==> src/rtl/mem_arbiter_if.sv <==
// Request/grant/response bundle for the instruction-fetch (i_*) and load/store (d_*) ports.
// slave = arbiter side, master = requester side.
interface mem_arbiter_if #(
  parameter int AW = 12,
  parameter int DW = 16
);
  logic          i_req;
  logic [AW-1:0] i_addr;
  logic          i_gnt;
  logic          i_rvalid;
  logic [DW-1:0] i_rdata;
  logic          i_err;

  logic          d_req;
  logic          d_we;
  logic [AW-1:0] d_addr;
  logic [DW-1:0] d_wdata;
  logic          d_gnt;
  logic          d_rvalid;
  logic [DW-1:0] d_rdata;
  logic          d_err;

  modport slave (
    input  i_req, i_addr, d_req, d_we, d_addr, d_wdata,
    output i_gnt, i_rvalid, i_rdata, i_err, d_gnt, d_rvalid, d_rdata, d_err
  );

  modport master (
    output i_req, i_addr, d_req, d_we, d_addr, d_wdata,
    input  i_gnt, i_rvalid, i_rdata, i_err, d_gnt, d_rvalid, d_rdata, d_err
  );
endinterface

==> src/rtl/mem_arbiter.sv <==
// Round-robin arbiter between fetch and load/store ports in front of the single-port RAM.
// Optional store protection below TEXT_TOP when MEM_WPROT_EN is defined.
//
// state  | meaning
// IDLE   | no access in flight, arbitrate incoming requests
// ACCESS | RAM driven for the winner, winner's gnt high
// RESP   | winner's rvalid/err high, arbitrate the next request
module mem_arbiter #(
  parameter int            AW       = 12,
  parameter int            DW       = 16,
  parameter int            DEPTH    = 2048,
  parameter logic [AW-1:0] TEXT_TOP = 12'h400
) (
  input  logic          clk,
  input  logic          rst_n,
  mem_arbiter_if.slave  bus,
  output logic [AW-1:0] ram_addr,
  output logic [DW-1:0] ram_wdata,
  output logic          ram_we,
  output logic          ram_re,
  input  logic [DW-1:0] ram_rdata
);

`ifdef MEM_WPROT_EN
  localparam logic WPROT = 1'b1;
`else
  localparam logic WPROT = 1'b0;
`endif

  localparam logic [AW:0] DEPTH_LIM = (AW+1)'(DEPTH);

  typedef enum logic [1:0] {IDLE, ACCESS, RESP} state_t;

  state_t        state;
  logic          last_d;
  logic          win_d;
  logic          cur_we;
  logic          cur_bad;

  logic          pick_d;
  logic [AW-1:0] sel_addr;
  logic          sel_we;
  logic          sel_bad;

  // On a tie the port that did not win last time goes first
  always_comb begin
    pick_d   = bus.d_req && (!bus.i_req || !last_d);
    sel_addr = pick_d ? bus.d_addr : bus.i_addr;
    sel_we   = pick_d && bus.d_we;
    sel_bad  = ({1'b0, sel_addr} >= DEPTH_LIM) ||
               (WPROT && sel_we && (sel_addr < TEXT_TOP));
  end

  always_ff @(posedge clk or negedge rst_n) begin
    if (!rst_n) begin
      state        <= IDLE;
      last_d       <= 1'b0;
      win_d        <= 1'b0;
      cur_we       <= 1'b0;
      cur_bad      <= 1'b0;
      ram_addr     <= '0;
      ram_wdata    <= '0;
      ram_we       <= 1'b0;
      ram_re       <= 1'b0;
      bus.i_gnt    <= 1'b0;
      bus.i_rvalid <= 1'b0;
      bus.i_rdata  <= '0;
      bus.i_err    <= 1'b0;
      bus.d_gnt    <= 1'b0;
      bus.d_rvalid <= 1'b0;
      bus.d_rdata  <= '0;
      bus.d_err    <= 1'b0;
    end else begin
      bus.i_gnt    <= 1'b0;
      bus.d_gnt    <= 1'b0;
      bus.i_rvalid <= 1'b0;
      bus.d_rvalid <= 1'b0;
      bus.i_err    <= 1'b0;
      bus.d_err    <= 1'b0;
      case (state)
        IDLE, RESP: begin
          if (bus.i_req || bus.d_req) begin
            state     <= ACCESS;
            last_d    <= pick_d;
            win_d     <= pick_d;
            cur_we    <= sel_we;
            cur_bad   <= sel_bad;
            ram_addr  <= sel_addr;
            if (pick_d) ram_wdata <= bus.d_wdata;
            ram_we    <= sel_we && !sel_bad;
            ram_re    <= !sel_we && !sel_bad;
            bus.i_gnt <= !pick_d;
            bus.d_gnt <= pick_d;
          end else begin
            state <= IDLE;
          end
        end
        ACCESS: begin
          state  <= RESP;
          ram_we <= 1'b0;
          ram_re <= 1'b0;
          if (win_d) begin
            bus.d_rvalid <= 1'b1;
            bus.d_err    <= cur_bad;
            if (!cur_we) bus.d_rdata <= cur_bad ? '0 : ram_rdata;
          end else begin
            bus.i_rvalid <= 1'b1;
            bus.i_err    <= cur_bad;
            bus.i_rdata  <= cur_bad ? '0 : ram_rdata;
          end
        end
        default: state <= IDLE;
      endcase
    end
  end

endmodule

==> src/flat_wrapper.sv <==
// flat-port wrapper written by rule: the top's interface ports become plain ports
module mem_arbiter_flat 
#(
  parameter int            AW       = 12,
  parameter int            DW       = 16,
  parameter int            DEPTH    = 2048,
  parameter logic [AW-1:0] TEXT_TOP = 12'h400
)
  (clk, rst_n, ram_addr, ram_wdata, ram_we, ram_re, ram_rdata, bus_i_req, bus_i_addr, bus_d_req, bus_d_we, bus_d_addr, bus_d_wdata, bus_i_gnt, bus_i_rvalid, bus_i_rdata, bus_i_err, bus_d_gnt, bus_d_rvalid, bus_d_rdata, bus_d_err);
  mem_arbiter_if #(.AW(AW), .DW(DW)) bus_i ();
  input  logic clk;
  input  logic rst_n;
  output logic [AW-1:0] ram_addr;
  output logic [DW-1:0] ram_wdata;
  output logic ram_we;
  output logic ram_re;
  input  logic [DW-1:0] ram_rdata;
  input wire logic [$bits(bus_i.i_req)-1:0] bus_i_req;
  input wire logic [$bits(bus_i.i_addr)-1:0] bus_i_addr;
  input wire logic [$bits(bus_i.d_req)-1:0] bus_d_req;
  input wire logic [$bits(bus_i.d_we)-1:0] bus_d_we;
  input wire logic [$bits(bus_i.d_addr)-1:0] bus_d_addr;
  input wire logic [$bits(bus_i.d_wdata)-1:0] bus_d_wdata;
  output wire logic [$bits(bus_i.i_gnt)-1:0] bus_i_gnt;
  output wire logic [$bits(bus_i.i_rvalid)-1:0] bus_i_rvalid;
  output wire logic [$bits(bus_i.i_rdata)-1:0] bus_i_rdata;
  output wire logic [$bits(bus_i.i_err)-1:0] bus_i_err;
  output wire logic [$bits(bus_i.d_gnt)-1:0] bus_d_gnt;
  output wire logic [$bits(bus_i.d_rvalid)-1:0] bus_d_rvalid;
  output wire logic [$bits(bus_i.d_rdata)-1:0] bus_d_rdata;
  output wire logic [$bits(bus_i.d_err)-1:0] bus_d_err;
  assign bus_i.i_req = bus_i_req;
  assign bus_i.i_addr = bus_i_addr;
  assign bus_i.d_req = bus_d_req;
  assign bus_i.d_we = bus_d_we;
  assign bus_i.d_addr = bus_d_addr;
  assign bus_i.d_wdata = bus_d_wdata;
  assign bus_i_gnt = bus_i.i_gnt;
  assign bus_i_rvalid = bus_i.i_rvalid;
  assign bus_i_rdata = bus_i.i_rdata;
  assign bus_i_err = bus_i.i_err;
  assign bus_d_gnt = bus_i.d_gnt;
  assign bus_d_rvalid = bus_i.d_rvalid;
  assign bus_d_rdata = bus_i.d_rdata;
  assign bus_d_err = bus_i.d_err;
  mem_arbiter #(.AW(AW), .DW(DW), .DEPTH(DEPTH), .TEXT_TOP(TEXT_TOP)) u_core (.clk(clk), .rst_n(rst_n), .bus(bus_i), .ram_addr(ram_addr), .ram_wdata(ram_wdata), .ram_we(ram_we), .ram_re(ram_re), .ram_rdata(ram_rdata));
endmodule
==> config.mk <==
export PLATFORM = sky130hd
export DESIGN_NAME = mem_arbiter_flat
export DESIGN_NICKNAME = d
export VERILOG_FILES = /design/src/rtl/mem_arbiter_if.sv /design/src/rtl/mem_arbiter.sv /design/src/flat_wrapper.sv
export SDC_FILE = /design/constraint.sdc
export NUM_CORES = 1
export LEC_CHECK = 0
export ABC_CLOCK_PERIOD_IN_PS = 1700
export CAP_MARGIN = 40
export CORE_ASPECT_RATIO = 0.8
export CORE_MARGIN = 2
export CORE_UTILIZATION = 29
export CTS_CLUSTER_SIZE = 20
export DETAILED_ROUTE_END_ITERATION = 10
export PLACE_DENSITY = 0.66
export SLEW_MARGIN = 20
export SYNTH_ARGS = -nofsm -noshare
export SYNTH_HDL_FRONTEND = slang
export SYNTH_SLANG_ARGS = --single-unit
==> constraint.sdc <==
create_clock -name clk -period 1.7 [get_ports clk]
set_clock_uncertainty 0.2 [all_clocks]
set_input_delay 0.34 -clock clk [delete_from_list [all_inputs] [get_ports clk]]
set_output_delay 0.34 -clock clk [all_outputs]
set_load 0.005 [all_outputs]
==> results.py <==
metrics = {
    "run_status": {
        "outcome": "finished clean",
    },
    "floorplan": {
        "rows": 32,
        "dieWidth_um": 115,
        "num_io_pins": 129,
        "core_area_um2": 9650,
        "start_util_pct": 29.8,
        "chipHeight_um": 93.1,
        "die_area_um2": 10700,
    },
    "synthesis": {
        "synth_area_leaders": "dfrtp_1 64%, nand2_1 8.0%, o21ai_0 5.6%, mux2i_1 4.9%, mux2_4 4.2%",
        "syn_area_per_cell_um2": 11.7,
        "synth_top_family_by_area": "multiplexers",
        "synthesis.nets": 306,
        "yosysTopAreaCell": "dfrtp_1",
        "ys.flop_type": "dfrtp_1",
        "synth.yosys.warnings": 0,
        "synth_simple_gate_area_share_pct": 10.9,
        "synth_top_area_share_pct": 63.5,
        "ys_seq_area_share_pct": 63.5,
        "synth_edf_count": 0,
        "synthAdderAreaFrac_pct": 0,
        "synth-compound-area-share_pct": 9.31,
        "synthXorXnorAreaFrac_pct": 0,
        "async_reset_ff_share_pct": 100,
        "post_synth_num_cell_types": 29,
        "synth_mux_area_share_pct": 12.6,
        "syn_area_um2": 2880,
        "yosys_register_bits": 73,
        "netlist_instances": 245,
    },
    "power": {
        "comb_power_share_pct": 29.4,
        "leakage_nw": 2.28,
        "clock_power_share_pct": 28.5,
        "swShare_pct": 27.4,
        "internal_power_mw": 4.36,
        "p_sw_mw": 1.65,
        "peakVddDrop_mv": 0.487,
        "pwr_density_cell_nw_per_um2": 1290,
        "seqPwrFrac_pct": 42.1,
    },
    "place": {
        "post-dp-hpwl_mm": 5.23,
        "gp_congestion": 0.740,
        "io_buffers": 128,
    },
    "timing": {
        "min_period_ns": 1.68,
        "slew_viol_final": 0,
        "hold_viol": 0,
        "rsz0062_at_grt": "true",
        "worst_pin_slew_ns": 0.326,
        "fmax_ghz": 0.594,
        "slew_headroom_pct": 78.3,
        "finalCritPeriodShare_pct": 99.1,
        "setup_tns_ns": 0,
        "finalSetupViolCount": 0,
    },
    "final_layout": {
        "nets": 449,
        "drive_above_1_share_pct": 13.7,
        "area_growth_pct": 61.7,
        "fin_util_pct": 48.2,
        "n_fill_cell": 928,
        "diodes": 0,
        "regArea_um2": 1830,
        "multi_input_area_um2": 946,
    },
    "cts": {
        "numCtsBuffers": 9,
        "clk_pin_slew_ns": 0.05,
        "cts-root-buf": "clkbuf_16",
        "clkSinkCount": 73,
        "cts-htree-levels": 3,
        "cts_buffer_depth": 2,
        "tritoncts": "yes",
        "insertion_delay_ns": 0.32,
    },
    "critical_path": {
        "cp-end-kind": "flip-flop",
        "reg2regPathDepth": 4,
        "arrival_ns": 1.69,
        "crit_type": "input pin to flip-flop",
        "regToRegEndpoint": "u_core.ram_wdata[3]",
        "r2r_slack_ns": 0.06,
        "crit_path_start_kind": "input pin",
        "crit_path_max_fanout": 18,
        "r2r-start": "u_core.last_d",
        "crit_start": "bus_d_req",
        "worstPathRequired_ns": 1.71,
    },
    "global_route": {
        "grt.total_usage_pct": 13.9,
        "grt_antenna_before_repair": 0,
        "grt_max_degree": 35,
        "gr-total-overflow": 0,
        "grt_pass1_vias": 2323,
        "grt_pass1_wl_mm": 11.3,
    },
    "detailed_routing": {
        "first_pass_iters": 4,
        "wirelength_mm": 7.13,
        "drtIter0Drc": 59,
        "num_vias": 2232,
        "ant_nets": 0,
        "drc_errors": 0,
        "via_per_inst": 4.22,
        "route.detailed.wl_per_inst_um": 13.5,
    },
    "run": {
        "max_cap_violations": 0,
    },
    "min_path": {
        "hp-class": "input pin to asynchronous set/reset pin",
    },
}
timing repair:
action / in CTS / in global routing
buffers inserted: 6 / 1
endpoints found under the hold margin: 20 / 0
resized for setup: 66 / 2
setup endpoints to repair: 66 / 11
hold buffers: 1 / 0
placed cells by master (no fill, tap or decap), types with 3 or more instances in the layout:
master            n
clkdlybuf4s50_1  59
o21ai_0          32
dlygate4sd2_1    66
buf_4            13
clkinv_2          3
o21ai_1          12
buf_12            6
dfrtp_1          73
nor2_1            3
nand2_1          61
mux2_2            9
mux2i_1          14
mux2_4            8
clkbuf_16         9
worst max-delay path, stage by stage:
cell and delay [ns]:
clkdlybuf4s50_1 0.47, a21boi_2 0.18, nor2b_4 0.18, buf_12 0.17, mux2_2 0.34
cell type report:
class	instances	share of cell area (%)
well taps	136	3.66
clock inverters	3	0.323
flip-flops and latches	73	39.3
inverters	3	0.242
multi-input cells	154	20.3
repair buffers	147	30.6
clock buffers	13	5.60
worst max path at each step:
stage                            to  slack [ns]  cells after the start
3_5_place_dp    u_core.ram_wdata[4]       -0.34                      5
5_1_grt         u_core.ram_wdata[0]       -0.03                      5
6_report        u_core.ram_wdata[3]        0.02                      5
3_3_place_gp    u_core.ram_wdata[3]       -0.30                      5
2_1_floorplan  u_core.ram_wdata[10]        0.01                      6
4_1_cts                   bus_d_gnt       0.007                      1
registers in the layout, indices dropped and copies added, names as in the netlist, 2 cells and up:
| signal | count |
|---|---|
| u_core.bus.d_rdata | 16 |
| u_core.bus.i_rdata | 16 |
| u_core.ram_addr | 12 |
| u_core.ram_wdata | 16 |
| u_core.state | 2 |
stage by stage:
stage                     std cells  total power [mW]  setup WS [ns]  hold slack (ns)  area, um^2
after CTS                       528              6.11        0.00729            0.263        4640
after global routing            529              6.41        -0.0324            0.291        4650
after detailed placement        505              4.66         -0.338           0.0703        4390
after floorplan                 245              3.21         0.0149           -0.156        2880
after global placement          505              4.60         -0.295           0.0636        4390
final                           529              6.00         0.0152            0.265        4650
metal layers:
layer	wire length (um)	track usage, %
met3	418	5.12
met2	3430	22.5
met5	0	0
met1	3180	16.8
met4	104	5.22
cells in the mapped netlist (all sizes together), types with 2 or more instances:
cell type   n
o21ai      44
nand2      61
mux2       17
clkbuf      7
nor2        3
inv         2
buf         8
mux2i      14
dfrtp      73
nor2b       3
power groups by stage:
stage	clock [mW]	combinational, mW	sequential (mW)
2_1_floorplan	0	0.619	2.59
3_3_place_gp	0	2.03	2.57
3_5_place_dp	0	2.08	2.58
4_1_cts	1.77	1.80	2.54
5_1_grt	1.86	1.96	2.60
6_report	1.71	1.76	2.53
kinds of logic after synthesis:
logic type | after synthesis
and+or+nand+nor | 73
buffers and inverters | 18
DFF | 73
AOI/OAI and AO/OA | 50
muxes | 31
No activity file was read; power rests on OpenSTA's default activity.
